**src/rtl/vga_pkg.sv**
```systemverilog
// Shared defaults and fetch FSM state encoding for the VGA frame fetch path.
package vga_pkg;

    localparam int unsigned VGA_AWIDTH      = 19;
    localparam int unsigned VGA_DWIDTH      = 8;
    localparam int unsigned VGA_FRAME_BYTES = 307200;
    localparam int unsigned VGA_FIFO_DEPTH  = 16;

    typedef enum logic [1:0] {
        ST_IDLE = 2'd0,
        ST_RUN  = 2'd1,
        ST_DONE = 2'd2
    } fetch_state_e;

endpackage

```
**src/rtl/vram_fetch_sync_fifo.sv**
```systemverilog
// Pixel byte FIFO with registered head data, empty and full flags.
// DEPTH must be a power of two so the pointers wrap naturally.
module sync_fifo #(
    parameter int unsigned DWIDTH = 8,
    parameter int unsigned DEPTH  = 16
) (
    input  logic              clk_i,
    input  logic              rst_i,
    input  logic              flush_i,
    input  logic              push_i,
    input  logic              pop_i,
    input  logic [DWIDTH-1:0] wdata_i,
    output logic [DWIDTH-1:0] rdata_o,
    output logic              empty_o,
    output logic              full_o
);

    localparam int unsigned PW = $clog2(DEPTH);
    localparam int unsigned CW = PW + 1;

    logic [DWIDTH-1:0] mem_q [DEPTH];
    logic [PW-1:0]     wr_q, wr_d;
    logic [PW-1:0]     rd_q, rd_d;
    logic [CW-1:0]     cnt_q, cnt_d;
    logic [DWIDTH-1:0] rdata_q, rdata_d;
    logic              empty_q, full_q;
    logic              push_ok, pop_ok;

    assign pop_ok  = pop_i & ~empty_q;
    assign push_ok = push_i & (~full_q | pop_ok);

    // Next pointers, occupancy and the head byte as seen after this cycle
    always_comb begin
        wr_d    = wr_q;
        rd_d    = rd_q;
        cnt_d   = cnt_q;
        rdata_d = '0;
        if (flush_i) begin
            wr_d  = '0;
            rd_d  = '0;
            cnt_d = '0;
        end else begin
            if (push_ok) wr_d = wr_q + 1'b1;
            if (pop_ok)  rd_d = rd_q + 1'b1;
            case ({push_ok, pop_ok})
                2'b10:   cnt_d = cnt_q + 1'b1;
                2'b01:   cnt_d = cnt_q - 1'b1;
                default: cnt_d = cnt_q;
            endcase
        end
        // The head slot may be the one being written this very cycle
        if (cnt_d == '0)
            rdata_d = '0;
        else if (push_ok && (wr_q == rd_d))
            rdata_d = wdata_i;
        else
            rdata_d = mem_q[rd_d];
    end

    // Storage array; nothing is written on reset or flush cycles
    always_ff @(posedge clk_i) begin
        if (push_ok && !flush_i && !rst_i)
            mem_q[wr_q] <= wdata_i;
    end

    // Pointer, count and flag registers
    always_ff @(posedge clk_i) begin
        if (rst_i) begin
            wr_q    <= '0;
            rd_q    <= '0;
            cnt_q   <= '0;
            rdata_q <= '0;
            empty_q <= 1'b1;
            full_q  <= 1'b0;
        end else begin
            wr_q    <= wr_d;
            rd_q    <= rd_d;
            cnt_q   <= cnt_d;
            rdata_q <= rdata_d;
            empty_q <= (cnt_d == '0);
            full_q  <= (cnt_d == CW'(DEPTH));
        end
    end

    assign rdata_o = rdata_q;
    assign empty_o = empty_q;
    assign full_o  = full_q;

endmodule

```
**src/rtl/vram_fetch.sv**
```systemverilog
// Frame fetcher: walks VRAM addresses from FrameBase, buffers returned bytes
// in a FIFO for the pixel consumer and flags frame completion.
// Optional feature macro: VRAM_FETCH_UNDERRUN_EN (sticky underrun flag).
module vram_fetch
    import vga_pkg::*;
#(
    parameter int unsigned AWIDTH      = VGA_AWIDTH,
    parameter int unsigned DWIDTH      = VGA_DWIDTH,
    parameter int unsigned FRAME_BYTES = VGA_FRAME_BYTES,
    parameter int unsigned FIFO_DEPTH  = VGA_FIFO_DEPTH
) (
    input  logic              MemClk,
    input  logic              Reset,
    input  logic [AWIDTH-1:0] FrameBase,
    input  logic              Enable,
    input  logic              FrameStart,
    output logic [AWIDTH-1:0] ReqAddr,
    input  logic [DWIDTH-1:0] ReadData,
    input  logic              ReadDataRdy,
    output logic [DWIDTH-1:0] PixData,
    output logic              PixValid,
    input  logic              PixReady,
    output logic              FrameDone,
    output logic              Underrun
);

    localparam int unsigned CNTW = $clog2(FRAME_BYTES + 1);

    fetch_state_e      state_q;
    logic [AWIDTH-1:0] addr_q;
    logic [CNTW-1:0]   count_q;
    logic              done_q;

    logic              restart;
    logic              flush;
    logic              pop;
    logic              accept;
    logic              fifo_empty;
    logic              fifo_full;
    logic [DWIDTH-1:0] fifo_rdata;

    assign restart = Enable & FrameStart;
    assign flush   = ~Enable | restart;
    assign pop     = ~fifo_empty & PixReady;
    // A full FIFO still takes the byte when the consumer pops in the same cycle
    assign accept  = (state_q == ST_RUN) & ~flush & ReadDataRdy & (~fifo_full | pop);

    sync_fifo #(
        .DWIDTH (DWIDTH),
        .DEPTH  (FIFO_DEPTH)
    ) u_fifo (
        .clk_i   (MemClk),
        .rst_i   (Reset),
        .flush_i (flush),
        .push_i  (accept),
        .pop_i   (pop),
        .wdata_i (ReadData),
        .rdata_o (fifo_rdata),
        .empty_o (fifo_empty),
        .full_o  (fifo_full)
    );

    // Fetch FSM with address/byte counters; restart beats a coincident accept
    always_ff @(posedge MemClk) begin
        if (Reset) begin
            state_q <= ST_IDLE;
            addr_q  <= '0;
            count_q <= '0;
            done_q  <= 1'b0;
        end else if (!Enable) begin
            state_q <= ST_IDLE;
            done_q  <= 1'b0;
        end else if (FrameStart) begin
            state_q <= ST_RUN;
            addr_q  <= FrameBase;
            count_q <= '0;
            done_q  <= 1'b0;
        end else if (accept) begin
            addr_q  <= addr_q + 1'b1;
            count_q <= count_q + 1'b1;
            if (count_q == CNTW'(FRAME_BYTES - 1)) begin
                state_q <= ST_DONE;
                done_q  <= 1'b1;
            end
        end
    end

`ifdef VRAM_FETCH_UNDERRUN_EN
    logic underrun_q;

    // Sticky flag: consumer asked for a pixel while RUN had nothing buffered
    always_ff @(posedge MemClk) begin
        if (Reset || restart)
            underrun_q <= 1'b0;
        else if ((state_q == ST_RUN) && PixReady && fifo_empty)
            underrun_q <= 1'b1;
    end

    assign Underrun = underrun_q;
`else
    assign Underrun = 1'b0;
`endif

    assign ReqAddr   = addr_q;
    assign PixData   = fifo_rdata;
    assign PixValid  = ~fifo_empty;
    assign FrameDone = done_q;

endmodule
```
**config.mk**
```make
export PLATFORM = sky130hd
export DESIGN_NAME = vram_fetch
export DESIGN_NICKNAME = d
export VERILOG_FILES = /design/src/rtl/vga_pkg.sv /design/src/rtl/vram_fetch_sync_fifo.sv /design/src/rtl/vram_fetch.sv
export SDC_FILE = /design/constraint.sdc
export NUM_CORES = 1
export LEC_CHECK = 0
export ABC_AREA = 1
export CORE_AREA = 2 2 168 170
export DETAILED_ROUTE_END_ITERATION = 10
export DIE_AREA = 0 0 170 172
export HOLD_SLACK_MARGIN = 0.05
export SETUP_SLACK_MARGIN = 0.5
export SLEW_MARGIN = 20
export SYNTH_ARGS = -nofsm -noshare
export SYNTH_HDL_FRONTEND = slang
export SYNTH_SLANG_ARGS = --single-unit
export TNS_END_PERCENT = 50
```
**constraint.sdc**
```tcl
create_clock -name MemClk -period 7.9 [get_ports MemClk]
set_input_delay 1.58 -clock MemClk [delete_from_list [all_inputs] [get_ports MemClk]]
set_output_delay 1.58 -clock MemClk [all_outputs]
set_load 0.01 [all_outputs]
```
### Word level (Yosys, flattened, before mapping)

Memories as Yosys holds them, arrays and structs flattened. A register that Yosys moved wholly into a read port is not among the register bits.
Index checks and enable logic that the tools add are counted.

| word-level totals | value |
|---|---|
| memories kept | 1 |
| bits of input ports | 33 |
| output and inout bits | 30 |
| memory bits (writable) | 128 |
| register bits after elaboration | 55 |
| logic and storage cells | 62 |

Memories:

| name | words | width | rd ports | clocked after memory_dff | wr ports | RTL line | text |
|---|---|---|---|---|---|---|---|
| u_fifo.mem_q | 16 | 8 | 1 | 1 | 1 | vram_fetch_sync_fifo.sv:21 | `logic [DWIDTH-1:0] mem_q [DEPTH];` |

| cells by class | value |
|---|---|
| bitwise logic cells | 14 |
| reduce and logical (&&, ||, !) cells | 14 |
| $add $sub $neg | 6 |
| multiplexer cells | 13 |
| equality and inequality tests | 5 |

Operators with widths:

| cell | number |
|---|---|
| $mux W19 | 4 |
| $add A19 B1 Y19 const B | 2 |
| $eq A19 B19 Y1 const B | 1 |
| $pmux W5 S2 | 1 |
| $add A4 B1 Y4 const B | 2 |
| $mux W4 | 2 |
| $and A1 B1 Y1 | 7 |
| $reduce_and A2 Y1 | 3 |
| $reduce_or A2 Y1 | 3 |
| $add A5 B1 Y5 const B | 1 |
| $eq A5 B5 Y1 const B | 1 |
| $logic_not A5 Y1 | 1 |
| $mux W1 | 5 |
| $mux W5 | 1 |
| $sub A5 B1 Y5 const B | 1 |
| $eq A2 B1 Y1 const B | 2 |
| $not A1 Y1 | 4 |
| $reduce_bool A2 Y1 | 2 |
| $or A1 B1 Y1 | 3 |
| $reduce_or A3 Y1 | 1 |
| $eq A2 B2 Y1 const B | 1 |
| $logic_and A1 B1 Y1 | 2 |
| $logic_not A1 Y1 | 2 |

### Depth between registers and ports, before layout

Gate-level depths: netlist of run 1.

| depth | value |
|---|---|
| word-level depth | 12 |
| gate-level depth with buffers | 22 |
| depth with buffers taken out | 21 |

### Modules after synthesis

A second synthesis of run 1 with hierarchy kept.

| unflattened totals | value |
|---|---|
| cells, all modules | 1159 |
| area, all modules | 9471.6 µm² |

By module, submodules not included:

| module | seq. area each (µm²) | instances | area each (µm²) | cells each |
|---|---|---|---|---|
| sync_fifo | 4304.1 | 1 | 7065.5 | 757 |
| vram_fetch | 800.8 | 1 | 2406.1 | 402 |

### Worst setup path before layout of run 1

No wires, ideal clock.

| timing | value |
|---|---|
| kind | input to register |
| start point | input FrameStart |
| end point | register u_fifo.rdata_q[0], in the netlist u_fifo.rdata_o[0] (read register of u_fifo.mem_q) |
| buffers on the path | 1 |
| library setup time | 0.113 ns |
| arrival time | 3.491 ns |
| setup slack | 4.296 ns |
| data required time | 7.787 ns |
| stages | 20 |
| cells stage by stage | inv_2 > nand2_4 > nor2_4 > nand2_4 > ha_1 > clkbuf_2 > nand2_1 > inv_1 > nor2_1 > ha_1 > nor2_1 > nor2_1 > o21ai_0 > nand2_1 > a21oi_1 > nand2_1 > nand2_1 > nand2_1 > nand2_1 > nor2_1 |

| between the ends | value |
|---|---|
| longest elaborated chain between the ends | 12 |
| elaborated cells on any way between the ends | 14 |
| classes of those cells | eq/ne: 2; mux: 3; bitwise: 7; reduce/logical: 2 |

Ends and longest elaborated chain:

| element | RTL line | text |
|---|---|---|
| from (decl) | vram_fetch.sv:16 | `input logic FrameStart,` |
| $and A1 B1 Y1 (*) | vram_fetch.sv:42 | `assign restart = Enable & FrameStart;` |
| $or A1 B1 Y1 (*) | vram_fetch.sv:43 | `assign flush = ~Enable \| restart;` |
| $not A1 Y1 | vram_fetch.sv:46 | `assign accept = (state_q == ST_RUN) & ~flush & ReadDataRdy & (~fifo_full \| pop);` |
| $and A1 B1 Y1 (3 in series) | vram_fetch.sv:46 |  |
| $and A1 B1 Y1 | vram_fetch_sync_fifo.sv:30 | `assign push_ok = push_i & (~full_q \| pop_ok);` |
| $eq A2 B1 Y1 / $eq A2 B2 Y1 (equally long branches) | vram_fetch_sync_fifo.sv:45 | `case ({push_ok, pop_ok})` |
| $pmux W5 S2 | vram_fetch_sync_fifo.sv:45 |  |
| $mux W5 | vram_fetch_sync_fifo.sv:38 | `if (flush_i) begin` |
| $logic_not A5 Y1 | vram_fetch_sync_fifo.sv:52 | `if (cnt_d == '0)` |
| $reduce_or A2 Y1 (no source line) | -- |  |
| to (decl) | vram_fetch_sync_fifo.sv:25 | `logic [DWIDTH-1:0] rdata_q, rdata_d;` |

Every way passes the cells marked *; elsewhere a longest branch is shown, timed or not.
A chain may end at the register's enable or synchronous reset.

### Worst setup path after layout of run 1

| timing | value |
|---|---|
| start point | input FrameStart |
| end point | register u_fifo.rdata_q[1], in the netlist u_fifo.rdata_o[1] (read register of u_fifo.mem_q) |

Same word-level chain as after synthesis.

==> metrics.txt, run 1 <==
max-cap viol count=0; clock sinks=around 190; Max FO, Critical Path=33; ANT nets after route=0; max incr delay on CP=between 700 and 800 ps; synthesized cell area=0.00943 mm2; RSZ-0062 raised after global routing=false; largest net degree at the start of global routing=83; layout cells sized above 1=6.53%; Tightest Hold Check Type=reg2reg; final wirelength=roughly 25 mm; core region area=about 0.027 mm2; die height=approximately 170 um; leakage=between 4 and 5 nW; routed length per instance=between 15 and 20 um; area grow syn2layout=15.7%; Die ar.=0.0292 mm2; Final Setup Violations=0; pins over their slew limit=0; Warnings, synthesis=0; Hold-fix buffers, CTS=0; fmax=between 200 and 250 MHz; DRC=0; Flop pwr share=between 50% and 60%; internal power=roughly 1.6 mW; Max H-tree Level=4; Cell variety after synth=42; Slew @ Worst Pin=between 900 and 1000 ps; fin crit share=62.0%; CP cell instances=clkdlybuf4s50_1, inv_2, nand2_4, nor2_4, nand2_4, ha_1, nand2_1, inv_1, nor2_1, ha_1, nor2_1, nor2_1, o21ai_0, nand2_1, a21oi_1, nand2_1, nand2_1, nand2_1, nand2_1, nor2_1; Setup Skew=between 15 and 20 ps; Period minus WS final=between 4000 and 5000 ps; P per Cell Area=187 mW/mm2; Total Routing Usage GR=between 10% and 20%; Comb power frac=4.7%; Hold Fails Final Rpt=0; vias in the first global route=about 7,000; relative slew slack=34.5%; global-route wire length before repair=~39 mm; vias=approximately 7,600; ant diodes=0; multi-input gate area in the final layout=between 0.003 and 0.004 mm2; total power draw=2.05 mW; insertion delay to the later sink of the worst-skew pair=around 440 ps; CTS root buffer=clkbuf_16; Port Buffers=between 60 and 70; most frequent cells in the layout=216 x nand2_1, 179 x inv_1, 128 x edfxtp_1; CTS tree=done; crit end category=flip-flop; Setup Total Neg Slack=0 ps; Post-Syn Instances=1,109; TritonCTS Buffers=17; initial drt markers=between 700 and 800; I/O pin total=63; WP data arrival=between 5000 and 6000 ps; Worst VDD drop=113 uV; GP Congestion=approximately 0.87; net count of the mapped netlist=between 1,000 and 1,500; WP data required=a little over 8000 ps; Seq. cell area=0.00510 mm2; crit path launch type=primary input; Worst-path clk slew=roughly 70 ps; CTS resizes=0; first-pass iteration count of the detailed router=7; Max stage delay cell, worst path=clkdlybuf4s50_1; grt ovf=0; Net Sw Frac=23.8%; hpwl dp=16.0 mm; CP Class=in2reg; most used cell, CP=nand2_1; Avg Inst Size Synth=about 8.5 um2; CTS max path bufs=2; Via density=about 5.0; fin nets=roughly 1,200; sw power=a little under 0.5 mW; commonest non-fill, non-tap cell in the layout=nand2_1; row cnt=61; initial core utilization=between 30 and 40%; initial antenna violation count=0; Yosys reg bits=191; # Post-CTS Setup Buffers=0; register area share after synthesis=a little over half; Die Wd=around 170 um; fill cell count=2,742; status=finished, final reports clean; Clk network pwr share=between 40% and 50%
## per-layer routing
layer / share of wire (%) / global-route usage [%] / up-vias / wire (um)
met3: 5.3 / 3.23 / 30 / 1310
met2: 48 / 30.0 / 246 / 12000
met5: 0 / 0 / - / 0
met1: 45 / 22.3 / 3531 / 11200
met4: 1.7 / 4.76 / 0 / 425
li1: - / - / 3747 / -
## logic make-up after synthesis
group           synth area share (%)
flops                           54.1
other cells                   0.0398
xor+xnor                       0.730
fa+ha+maj                       1.33
buf+inv                         9.96
compound gates                  6.31
simple gates                    27.5
## final timing paths
kind                                     start  depth (start not counted)  slack [ps]           endpoint
worst max register to register  u_fifo.empty_o                         12        4810  u_fifo.rdata_o[1]
worst min register to register     count_q[18]                          1         460        count_q[18]
worst max-delay path                FrameStart                         20        3010  u_fifo.rdata_o[1]
worst min-delay path               count_q[18]                          1         460        count_q[18]
## worst max-delay path, delay by kind of cell
| family | cells | cell delay, ps |
|---|---|---|
| fa+ha+maj | 2 | 560 |
| compound gates | 2 | 220 |
| buf+inv | 3 | 1430 |
| simple gates | 13 | 1430 |
## final cells by class
type                            instances  area share [%]
Clock buffer                           18            3.93
Inverter                              185            6.36
Tap cell                              346            3.97
Multi-Input combinational cell        683            31.1
Clock inverter                         14            1.48
Timing Repair Buffer                   72            6.35
Sequential cell                       191            46.8
## through the flow
step                area, um2  hold WS (ps)  setup slack, ps  std cells  utilization (%)
floorplan                9430           423             4300       1109                -
global placement        10300           446             2690       1477             37.6
detailed placement      10300           447             2570       1477             37.6
CTS                     10900           461             3010       1509             39.7
global route            10900           482             2530       1509             39.7
finish                  10900           463             3010       1509             39.7
## state kept, by name, summed over array words and instances (netlist names)
| register | count |
|---|---|
| FrameDone | 1 |
| ReqAddr | 19 |
| count_q | 19 |
| state_q | 1 |
| u_fifo.cnt_q | 5 |
| u_fifo.empty_o | 1 |
| u_fifo.full_o | 1 |
| u_fifo.mem_q | 128 |
| u_fifo.rd_q | 4 |
| u_fifo.rdata_o | 8 |
| u_fifo.wr_q | 4 |
## power groups by stage
| stage | combinational [mW] | clock, mW | sequential (mW) |
|---|---|---|---|
| global placement | 0.0963 | 0 | 1.10 |
| floorplan | 0.0433 | 0 | 1.10 |
| detailed placement | 0.0968 | 0 | 1.10 |
| CTS | 0.0973 | 0.884 | 1.08 |
| global route | 0.106 | 0.926 | 1.08 |
| finish | 0.0969 | 0.870 | 1.08 |
## Yosys cell counts
master / n / area (um2)
buf_4: 7 / 52.6
nor4_4: 1 / 21.3
nor2_4: 4 / 45.0
nor2_8: 1 / 20.0
nor2_2: 1 / 6.26
o21bai_1: 2 / 15.0
nand3_2: 2 / 20.0
buf_6: 1 / 11.3
nor3b_1: 1 / 7.51
a221oi_2: 2 / 30.0
or2_2: 7 / 43.8
nor3_2: 1 / 10.0
clkbuf_1: 19 / 71.3
edfxtp_1: 128 / 3840
buf_2: 18 / 90.1
nor4_1: 1 / 6.26
nand3_4: 2 / 35.0
a21oi_1: 50 / 250
nand4_1: 60 / 375
nor2_1: 102 / 383
inv_1: 179 / 672
a211oi_1: 2 / 15.0
nand2_2: 3 / 18.8
buf_1: 4 / 15.0
nor3_1: 26 / 130
o21ai_1: 9 / 45.0
a32o_1: 1 / 10.0
o21ai_0: 35 / 175
a21boi_0: 1 / 7.51
nand2_1: 216 / 811
a31oi_1: 4 / 25.0
inv_2: 6 / 22.5
ha_1: 10 / 125
clkbuf_2: 1 / 5.00
nand3_1: 123 / 616
conb_1: 1 / 3.75
xor2_1: 6 / 52.6
o211ai_1: 3 / 22.5
nand3b_1: 3 / 22.5
xor2_2: 1 / 16.3
nand2_4: 2 / 22.5
dfxtp_1: 63 / 1260
Power figures use the tool's default switching activity.
==> run 2: changes to the inputs <==
==> constraint.sdc (replaced) <==
create_clock -name MemClk -period 3.95 [get_ports MemClk]
set_input_delay 0.79 -clock MemClk [delete_from_list [all_inputs] [get_ports MemClk]]
set_output_delay 0.79 -clock MemClk [all_outputs]
set_load 0.01 [all_outputs]
==> run 2 against run 1 <==
Net effect:
- combinational power up 110%
- cell count up 0.80%
- die area unchanged
- sequential share of layout area down 0.56 points
- wire length down 1.1%
- register-to-register slack worse by 3400 ps
- final area up 1.2%
- utilization up 0.48 points
- first-iteration DRC count down 16%
==> metrics.txt, run 2 (same netlist as run 1, synthesis figures left out) <==
fin worst setup slack=849 ps (-2160 ps); WP data arrival=3440 ps (-1790 ps); placed cells=1,489 (+0.81%); Layout Utilization=40.2% (+0.48 points); clock sinks=191 (unchanged); vias in the first global route=7,113 (-0.084%); initial drt markers=595 (-16%); Seq. cell area=0.00510 mm2 (unchanged); TritonCTS Buffers=17 (unchanged); Max H-tree Level=4 (unchanged); routed length per instance=16.2 um (-1.9%); vias=7,551 (-0.040%); ANT nets after route=0 (unchanged); Worst-path clk slew=80 ps (about the same); initial core utilization=34.3% (unchanged); Tightest Hold Check Type=reg2reg; Slew @ Worst Pin=964 ps (-15.4 ps); initial antenna violation count=0 (unchanged); Period minus WS final=roughly 3100 ps; grt ovf=0 (unchanged); fin crit share=between 70% and 80%; # Post-CTS Setup Buffers=0 (unchanged); Die Wd=170 um (unchanged); GP Congestion=0.847 (-2.2%); Final Setup Violations=0 (unchanged); die height=172 um (unchanged); Setup Total Neg Slack=0 ps (unchanged); first-pass iteration count of the detailed router=5 (-2); DRC=0 (unchanged); commonest non-fill, non-tap cell in the layout=nand2_1; pins over their slew limit=0 (unchanged); fin nets=1,205 (+1.0%); row cnt=61 (unchanged); hpwl dp=15.7 mm (-2.2%); Total Routing Usage GR=17.3% (about the same); CTS root buffer=clkbuf_16; RSZ-0062 raised after global routing=false; global-route wire length before repair=38.9 mm (+0.18%); I/O pin total=63 (unchanged); P per Cell Area=379 mW/mm2 (+100%); most frequent cells in the layout=215 x nand2_1, 179 x inv_1, 128 x edfxtp_1; Max FO, Critical Path=9 (-73%); CTS max path bufs=2 (unchanged); final wirelength=24.6 mm (-1.1%); Hold-fix buffers, CTS=0 (unchanged); Non-Filler Instances=1,521 (+0.80%); Setup Skew=20.8 ps (+4.91 ps); insertion delay to the later sink of the worst-skew pair=440 ps (about the same); fmax=roughly 320 MHz; max-cap viol count=0 (unchanged); crit path launch type=primary input; relative slew slack=35.5% (+1.0 points); Port Buffers=61 (unchanged); area grow syn2layout=17.1%; max FFs per register=128 (unchanged); WP data required=4290 ps (-3950 ps); CTS resizes=0 (unchanged); CP Class=in2reg; status=finished, final reports clean; CTS tree=done; ant diodes=0 (unchanged); Setup WS pre-CTS=300 ps (-2270 ps); layout cells sized above 1=7.57% (+1.0 points); crit end category=flip-flop; Die ar.=0.0292 mm2 (unchanged); multi-input gate area in the final layout=0.00339 mm2 (-0.22%); Biggest register=u_fifo.mem_q; Via density=4.96 (-0.83%); leakage=4.44 nW (+1.9%); core region area=0.0275 mm2 (unchanged); Worst VDD drop=265 uV (+130%); Hold Fails Final Rpt=0 (unchanged); largest net degree at the start of global routing=50 (-40%); fill cell count=2,730 (-0.44%)
run 2: area by class of cell:
type,instances,area share [%]
Clock inverter,15,1.82
Timing Repair Buffer,84,7.21
Tap cell,346,3.92
Sequential cell,191,46.2
Multi-Input combinational cell,683,30.7
Clock buffer,17,3.85
Inverter,185,6.29
run 2: critical path: stages:
cell and delay, ps:
clkdlybuf4s50_1 560, nand2_4 110, nor2_4 150, nand2_4 110, ha_1 300, nand2_1 90, inv_1 50, nor2_1 120
ha_1 240, nor2_1 100, nor2_1 50, o21ai_0 100, nand2_1 80, a21oi_1 120, nand2_1 90, nand2_1 80
nand2_2 140, nand2_1 110, nor2_1 40
run 2: through the flow:
stage	hold slack [ps]	total power [mW]	cell area, um2
3_5_place_dp	447	2.40	10400
5_1_grt	478	4.30	11000
4_1_cts	457	4.20	11000
3_3_place_gp	448	2.40	10400
6_report	460	4.18	11000
2_1_floorplan	423	2.29	9430
run 2: per-layer routing:
layer	vias to the layer above	GRT usage (%)	routed length [um]
met1	3512	23.4	11300
met4	0	5.57	567
met5	-	0	0
li1	3776	-	-
met2	231	28.4	11400
met3	32	3.04	1360
run 2: path summary, 6_finish.rpt:
kind | startpoint | endpoint | slack (ps) | depth (start not counted)
min reg2reg | count_q[18] | count_q[18] | 460 | 1
max | Enable | u_fifo.rdata_o[6] | 850 | 19
max reg2reg | u_fifo.empty_o | u_fifo.rdata_o[0] | 1380 | 20
min | count_q[18] | count_q[18] | 460 | 1
run 2: power breakdown:
group          leakage [nW]  total [mW]  internal, mW  switching, mW
sequential             1.66        2.16          2.14         0.0173
clock                 0.304        1.83         0.973          0.853
combinational          2.48       0.199        0.0762          0.123
total                  4.44        4.18          3.19          0.993
